**src/rtl/hazard_pkg.sv**
```systemverilog
// hazard_pkg: shared types for the pipeline hazard controller.
// Stage records, forwarding select encoding and the x0 index.
package hazard_pkg;

  localparam int REG_AW = 5;
  localparam logic [REG_AW-1:0] X0 = '0;

  typedef enum logic [1:0] {
    FWD_REG = 2'b00,
    FWD_W   = 2'b01,
    FWD_M   = 2'b10
  } fwd_sel_t;

  typedef struct packed {
    logic              valid;
    logic [REG_AW-1:0] rs1;
    logic [REG_AW-1:0] rs2;
    logic              use_rs1;
    logic              use_rs2;
    logic [REG_AW-1:0] rd;
    logic              reg_write;
    logic              is_load;
  } stage_rec_t;

  // A producer matches a source index; x0 is never a producer.
  function automatic logic hit(
    input logic              v,
    input logic              we,
    input logic [REG_AW-1:0] rd,
    input logic [REG_AW-1:0] rs
  );
    return v & we & (rd != X0) & (rd == rs);
  endfunction

endpackage

```
**src/rtl/fwd_unit.sv**
```systemverilog
// fwd_unit: operand source select for one E-stage operand.
// The M producer wins over W; a load in M never forwards.
module fwd_unit
  import hazard_pkg::*;
(
  input  logic              use_rs_i,
  input  logic [REG_AW-1:0] rs_i,
  input  stage_rec_t        m_i,
  input  stage_rec_t        w_i,
  output fwd_sel_t          sel_o
);

  logic m_hit;
  logic w_hit;

  assign m_hit = use_rs_i & ~m_i.is_load &
    hit(m_i.valid, m_i.reg_write, m_i.rd, rs_i);
  assign w_hit = use_rs_i &
    hit(w_i.valid, w_i.reg_write, w_i.rd, rs_i);

  always_comb begin
    sel_o = FWD_REG;
    if (m_hit) begin
      sel_o = FWD_M;
    end else if (w_hit) begin
      sel_o = FWD_W;
    end
  end

  logic unused_rec;
  assign unused_rec = ^{m_i.rs1, m_i.rs2,
    m_i.use_rs1, m_i.use_rs2, w_i.rs1, w_i.rs2,
    w_i.use_rs1, w_i.use_rs2, w_i.is_load};

endmodule

```
**src/rtl/hazard_ctrl.sv**
```systemverilog
// hazard_ctrl: stall/flush/forward control for the 5-stage core.
// Define HAZARD_PERF_CNT_EN to add saturating perf counters.
module hazard_ctrl
  import hazard_pkg::*;
#(
  parameter int REG_ADDR_WIDTH = REG_AW
`ifdef HAZARD_PERF_CNT_EN
  , parameter int CNT_WIDTH = 32
`endif
) (
  input  logic                      clk,
  input  logic                      rst,
  input  logic                      d_valid,
  input  logic [REG_ADDR_WIDTH-1:0] d_rs1,
  input  logic [REG_ADDR_WIDTH-1:0] d_rs2,
  input  logic                      d_use_rs1,
  input  logic                      d_use_rs2,
  input  logic [REG_ADDR_WIDTH-1:0] d_rd,
  input  logic                      d_reg_write,
  input  logic                      d_is_load,
  input  logic                      e_redirect,
  input  logic                      mem_busy,
  output logic                      stall_f,
  output logic                      stall_d,
  output logic                      flush_d,
  output logic                      flush_e,
  output logic                      stall_all,
  output logic [1:0]                fwd_a,
  output logic [1:0]                fwd_b,
  output logic                      fwd_d_a,
  output logic                      fwd_d_b
`ifdef HAZARD_PERF_CNT_EN
  , output logic [CNT_WIDTH-1:0]    perf_stall_cnt
  , output logic [CNT_WIDTH-1:0]    perf_flush_cnt
  , output logic [CNT_WIDTH-1:0]    perf_busy_cnt
`endif
);

  stage_rec_t d_rec;
  stage_rec_t e_q, e_d;
  stage_rec_t m_q, m_d;
  stage_rec_t w_q, w_d;
  logic       live_q;
  logic       lu;
  logic       lu_stall;
  logic       rd_flush;
  fwd_sel_t   sel_a;
  fwd_sel_t   sel_b;

  always_comb begin
    d_rec           = '0;
    d_rec.valid     = d_valid;
    d_rec.rs1       = d_rs1;
    d_rec.rs2       = d_rs2;
    d_rec.use_rs1   = d_use_rs1;
    d_rec.use_rs2   = d_use_rs2;
    d_rec.rd        = d_rd;
    d_rec.reg_write = d_reg_write;
    d_rec.is_load   = d_is_load;
  end

  assign lu = d_valid & e_q.is_load & (
    (d_use_rs1 & hit(e_q.valid, e_q.reg_write, e_q.rd, d_rs1)) |
    (d_use_rs2 & hit(e_q.valid, e_q.reg_write, e_q.rd, d_rs2)));

  // live_q masks control for the reset cycle and the one after it.
  always_comb begin
    stall_f   = 1'b0;
    stall_d   = 1'b0;
    flush_d   = 1'b0;
    flush_e   = 1'b0;
    stall_all = 1'b0;
    if (live_q) begin
      if (mem_busy) begin
        stall_all = 1'b1;
        stall_f   = 1'b1;
        stall_d   = 1'b1;
      end else if (e_redirect) begin
        flush_d = 1'b1;
        flush_e = 1'b1;
      end else if (lu) begin
        stall_f = 1'b1;
        stall_d = 1'b1;
        flush_e = 1'b1;
      end
    end
  end

  assign rd_flush = live_q & ~mem_busy & e_redirect;
  assign lu_stall = live_q & ~mem_busy & ~e_redirect & lu;

  always_comb begin
    e_d = e_q;
    m_d = m_q;
    w_d = w_q;
    if (!stall_all) begin
      w_d         = m_q;
      m_d         = e_q;
      m_d.rs1     = X0;
      m_d.rs2     = X0;
      m_d.use_rs1 = 1'b0;
      m_d.use_rs2 = 1'b0;
      if (flush_e) begin
        e_d = '0;
      end else begin
        e_d = d_rec;
      end
    end
  end

  always_ff @(posedge clk or negedge rst) begin
    if (!rst) begin
      e_q    <= '0;
      m_q    <= '0;
      w_q    <= '0;
      live_q <= 1'b0;
    end else begin
      e_q    <= e_d;
      m_q    <= m_d;
      w_q    <= w_d;
      live_q <= 1'b1;
    end
  end

  fwd_unit u_fwd_a (
    .use_rs_i (e_q.use_rs1),
    .rs_i     (e_q.rs1),
    .m_i      (m_q),
    .w_i      (w_q),
    .sel_o    (sel_a)
  );

  fwd_unit u_fwd_b (
    .use_rs_i (e_q.use_rs2),
    .rs_i     (e_q.rs2),
    .m_i      (m_q),
    .w_i      (w_q),
    .sel_o    (sel_b)
  );

  assign fwd_a = sel_a;
  assign fwd_b = sel_b;

  // W writes the regfile in the same cycle D reads it.
  assign fwd_d_a = d_use_rs1 &
    hit(w_q.valid, w_q.reg_write, w_q.rd, d_rs1);
  assign fwd_d_b = d_use_rs2 &
    hit(w_q.valid, w_q.reg_write, w_q.rd, d_rs2);

`ifdef HAZARD_PERF_CNT_EN
  localparam logic [CNT_WIDTH-1:0] ONE = CNT_WIDTH'(1);

  logic [CNT_WIDTH-1:0] st_q;
  logic [CNT_WIDTH-1:0] fl_q;
  logic [CNT_WIDTH-1:0] bz_q;

  function automatic logic [CNT_WIDTH-1:0] sat_inc(
    input logic [CNT_WIDTH-1:0] c,
    input logic                 en
  );
    return (en && (c != '1)) ? c + ONE : c;
  endfunction

  always_ff @(posedge clk or negedge rst) begin
    if (!rst) begin
      st_q <= '0;
      fl_q <= '0;
      bz_q <= '0;
    end else begin
      st_q <= sat_inc(st_q, lu_stall);
      fl_q <= sat_inc(fl_q, rd_flush);
      bz_q <= sat_inc(bz_q, stall_all);
    end
  end

  assign perf_stall_cnt = st_q;
  assign perf_flush_cnt = fl_q;
  assign perf_busy_cnt  = bz_q;
`else
  logic unused_perf;
  assign unused_perf = lu_stall ^ rd_flush;
`endif

endmodule

```
**config.mk**
```make
export PLATFORM = sky130hd
export DESIGN_NAME = hazard_ctrl
export DESIGN_NICKNAME = d
export VERILOG_FILES = /design/src/rtl/hazard_pkg.sv /design/src/rtl/fwd_unit.sv /design/src/rtl/hazard_ctrl.sv
export SDC_FILE = /design/constraint.sdc
export NUM_CORES = 1
export LEC_CHECK = 0
export BUFFER_PORTS_ARGS = -buffer_cell sky130_fd_sc_hd__buf_2
export CAP_MARGIN = 25
export CORE_AREA = 2 2 84 66
export CTS_CLUSTER_DIAMETER = 120
export DETAILED_ROUTE_END_ITERATION = 8
export DIE_AREA = 0 0 86 68
export MAX_ROUTING_LAYER = met4
export PLACE_DENSITY_LB_ADDON = 0.1
export RECOVER_POWER = 25
export SLEW_MARGIN = 30
export SYNTH_ARGS = -nofsm -noshare
export SYNTH_HDL_FRONTEND = slang
export SYNTH_SLANG_ARGS = --single-unit
```
**constraint.sdc**
```tcl
create_clock -name clk -period 1.8 [get_ports clk]
set_clock_uncertainty 0.05 [all_clocks]
set_input_delay 0.18 -clock clk [delete_from_list [all_inputs] [get_ports clk]]
set_output_delay 0.18 -clock clk [all_outputs]
set_load 0.02 [all_outputs]
```
==> summary.log <==
[flow_run] number of maximum-capacitance violations 0
[power_and_ir_drop] PnR Total Power 2330 µW
[grt] Total GRT Usage 0.223
[setup_path] type of element launching the critical path flop
[final_layout] area growth from synthesis to layout 27.7%
[final_layout] antenna diode instance count 0
[synthesis] mean cell area of the mapped netlist 9.15 µm²
[worst_hold_path] Min-Delay Path Class input pin to flop
[drt] via count 1,913
[placement] area of placed instances 2560 µm²
[synthesis] Unique masters post-synth 31
[drt] first-pass iteration count of the detailed router 4
[power_and_ir_drop] highest ir drop seen on vdd 0.356 mV
[die] number of core rows 23
[die] IO Count 35
[cts] Clk Tree Root Cell sky130_fd_sc_hd__clkbuf_8
[cts] deepest level of the CTS H-tree 2
[cts] Clock transition at path regs 80 ps
[timing] Max Clock Freq 485 MHz
[setup_path] most frequent cell on the critical path sky130_fd_sc_hd__nor3_2
[timing] slew margin rel. 0.258
[grt] pin count of the biggest net entering global routing 41
[outcome] failing checks setup timing
[setup_path] sequence of cells on the critical path or4_4 -> o2111ai_4 -> nor3_2 -> nor3_2 -> buf_4
[setup_path] endpoint arrival time on the critical path 1830 ps
[drt] DR vias/cell 5.47
[grt] number of global-route vias before repair 1,698
[grt] gr ovfl total 0
[power_and_ir_drop] pwr dens 830 nW/µm²
[drt] DRC violation total after the first TritonRoute iteration 153
[grt] initial antenna violation count 0
[final_layout] commonest non-fill, non-tap cells in the layout 70 x sky130_fd_sc_hd__nand2_1, 36 x sky130_fd_sc_hd__dfrtp_1, 32 x sky130_fd_sc_hd__xnor2_1
[timing] final setup fails 9
[synthesis] total number of yosys warnings 0
[setup_path] Critical Path End Type output port
[timing] final critical-path share of the clock period 1.15
[final_layout] Nets 311
[grt] global-route wire length before repair 9.44 mm
[final_layout] Design Area, Final 2810 µm²
[timing] RSZ-0062 raised after global routing yes
[die] Starting Density 0.431
[setup_path] class of the most critical setup path flop to output port
[die] horizontal die dimension 86 µm
[die] Die Span Y 68 µm
[timing] crit path time final 2060 ps
[cts] buffers from clock root to sink, at most 2
[drt] total length of routed wires 6.21 mm
[drt] number of routed nets with antenna violations 0
[timing] minimum setup slack in the final design -263 ps
[synthesis] Seq cells post-synth 36
[placement] Detailed Place HPWL 4.33 mm
[die] core box area 5090 µm²
[setup_path] crit-path leading delay family simple AND/OR/NAND/NOR gates
[die] die area 5850 µm²
[final_layout] most common library cell in the layout ignoring fill and taps sky130_fd_sc_hd__nand2_1
[synthesis] net count after synthesis 264
[timing] worst slew pin tran 1110 ps
[cts] number of clock sinks 36
[timing] Final Slew Violations 0
[setup_path] Critical-path top delay cell sky130_fd_sc_hd__or4_4
[drt] post-detailed-route wirelength per cell 17.7 µm
[cts] CTS Buf Count 5
[final_layout] final-layout fill cell count 470
[synthesis] Mapped Area 2200 µm²
[final_layout] area taken by flip-flops and latches 901 µm²
[synthesis] Post-Synthesis Cells 240
[setup_path] Crit path largest cell delay 550 ps
[setup_path] data required time at the worst endpoint 1570 ps
[power_and_ir_drop] leakage power summed over all cells 0.00122 µW
[cts] clock tree from TritonCTS built
[final_layout] multi-input combinational cell area 1260 µm²
[setup_path] number of buffer and inverter instances along the worst setup path 1
[placement] Routability Congestion 0.841
[setup_path] maximum fanout along the worst path 2
[cts] clock latency on the worst-skew pair 290 ps
[outcome] outcome finished with violations
[timing] final hold violations 0
[placement] number of buffers inserted by port buffering 34
[synthesis] share of the yosys chip area belonging to registers 0.410
[final_layout] fraction of final layout cells sized beyond drive strength 1 0.344
[drt] number of remaining DRC errors 0
[metrics by stage]
stage	utilization	instances	TNS [ps]	setup slack, ps	hold slack, ps
2_1_floorplan	-	240	-91.5	-84.3	-166
3_3_place_gp	0.503	339	0	5.04	112
3_5_place_dp	0.503	339	-28.3	-21.0	104
4_1_cts	0.540	350	-2340	-333	69.1
5_1_grt	0.551	350	-2620	-371	82.9
6_report	0.551	350	-1920	-263	77.0
[what timing repair did]
item,CTS,global route
pin swaps,16,8
hold buffers,1,0
setup endpoints to repair,9,25
gates resized for setup,21,10
cloned,0,1
buffers inserted,2,1
endpoints found under the hold margin,17,0
[power breakdown]
part	switching [µW]	internal, µW	total (µW)	leakage, µW
clock	320	274	594	0.0000404
sequential	116	912	1030	0.000412
combinational	371	337	708	0.000763
total	807	1520	2330	0.00122
[logic make-up (layout without fill, tap and decap cells)]
| logic type | count (synthesis) | count (layout) | synth area share |
|---|---|---|---|
| AND/OR/NAND/NOR | 93 | 93 | 0.184 |
| other | 1 | 1 | 0.00171 |
| buffers and inverters | 22 | 70 | 0.0541 |
| flip-flops | 36 | 36 | 0.410 |
| AO/OA/AOI/OAI | 48 | 48 | 0.190 |
| XOR/XNOR | 40 | 40 | 0.160 |
[worst min-delay path, cell delays in order]
cell and delay, ps:
sky130_fd_sc_hd__buf_2 110, sky130_fd_sc_hd__nand2_1 50, sky130_fd_sc_hd__o21ai_1 50
[flip-flops by register name (all words and copies together), names as in the netlist]
register,flops
e_q,20
m_q,8
live_q,1
w_q,7
[area by class of cell]
class / count / area share
multi-input combinational: 182 / 0.448
clock inverter: 3 / 0.00847
inverter: 2 / 0.00268
timing repair buffer: 60 / 0.168
sequential: 36 / 0.321
clock buffer: 5 / 0.0245
tap: 62 / 0.0277
[layer usage]
layer	wire length (µm)	track usage	up-vias
li1	-	-	928
met1	2920	0.315	924
met2	2920	0.338	52
met3	308	0.0362	9
met4	53	0.0536	0
met5	0	-	-
[Yosys cell counts]
| cell type | number | area share |
|---|---|---|
| sky130_fd_sc_hd__or4_4 | 1 | 0.0051 |
| sky130_fd_sc_hd__o21ai_2 | 18 | 0.072 |
| sky130_fd_sc_hd__nand2_1 | 70 | 0.12 |
| sky130_fd_sc_hd__conb_1 | 1 | 0.0017 |
| sky130_fd_sc_hd__or4_1 | 2 | 0.0068 |
| sky130_fd_sc_hd__nor2_1 | 2 | 0.0034 |
| sky130_fd_sc_hd__nor4_1 | 2 | 0.0057 |
| sky130_fd_sc_hd__o211ai_1 | 1 | 0.0034 |
| sky130_fd_sc_hd__nand4_1 | 6 | 0.017 |
| sky130_fd_sc_hd__xor2_1 | 8 | 0.032 |
| sky130_fd_sc_hd__o211ai_4 | 1 | 0.0097 |
| sky130_fd_sc_hd__buf_2 | 5 | 0.011 |
| sky130_fd_sc_hd__clkbuf_1 | 8 | 0.014 |
| sky130_fd_sc_hd__o21ai_0 | 3 | 0.0068 |
| sky130_fd_sc_hd__inv_2 | 1 | 0.0017 |
| sky130_fd_sc_hd__and3b_1 | 1 | 0.0040 |
| sky130_fd_sc_hd__o21ai_1 | 1 | 0.0023 |
| sky130_fd_sc_hd__xnor2_1 | 32 | 0.13 |
| sky130_fd_sc_hd__o22ai_1 | 1 | 0.0029 |
| sky130_fd_sc_hd__buf_6 | 2 | 0.010 |
| sky130_fd_sc_hd__and4_1 | 1 | 0.0040 |
| sky130_fd_sc_hd__dfrtp_1 | 36 | 0.41 |
| sky130_fd_sc_hd__a21o_1 | 2 | 0.0068 |
| sky130_fd_sc_hd__a32oi_1 | 20 | 0.080 |
| sky130_fd_sc_hd__nand3_1 | 2 | 0.0046 |
| sky130_fd_sc_hd__clkbuf_4 | 1 | 0.0034 |
| sky130_fd_sc_hd__o2111ai_2 | 1 | 0.0068 |
| sky130_fd_sc_hd__inv_1 | 1 | 0.0017 |
| sky130_fd_sc_hd__buf_1 | 1 | 0.0017 |
| sky130_fd_sc_hd__nor3_1 | 6 | 0.014 |
| sky130_fd_sc_hd__buf_4 | 3 | 0.010 |
[worst paths after layout]
| check | startpoint | end | slack (ps) | cells after the start |
|---|---|---|---|---|
| max in group asynchronous | rst | live_q$_DFF_PN0_ | 470 | 2 |
| worst max register to register | e_q[3]$_DFFE_PN0N_ | e_q[4]$_DFFE_PN0N_ | 70 | 6 |
| worst min-delay path | d_reg_write | e_q[1]$_DFFE_PN0N_ | 80 | 3 |
| worst min register to register | w_q[19]$_DFFE_PN0N_ | w_q[19]$_DFFE_PN0N_ | 440 | 2 |
| worst max-delay path | m_q[2]$_DFFE_PN0N_ | fwd_b[0] | -260 | 5 |
| min in group asynchronous | rst | e_q[8]$_DFFE_PN0N_ | 560 | 2 |
No activity file was read; power rests on OpenSTA's default activity.
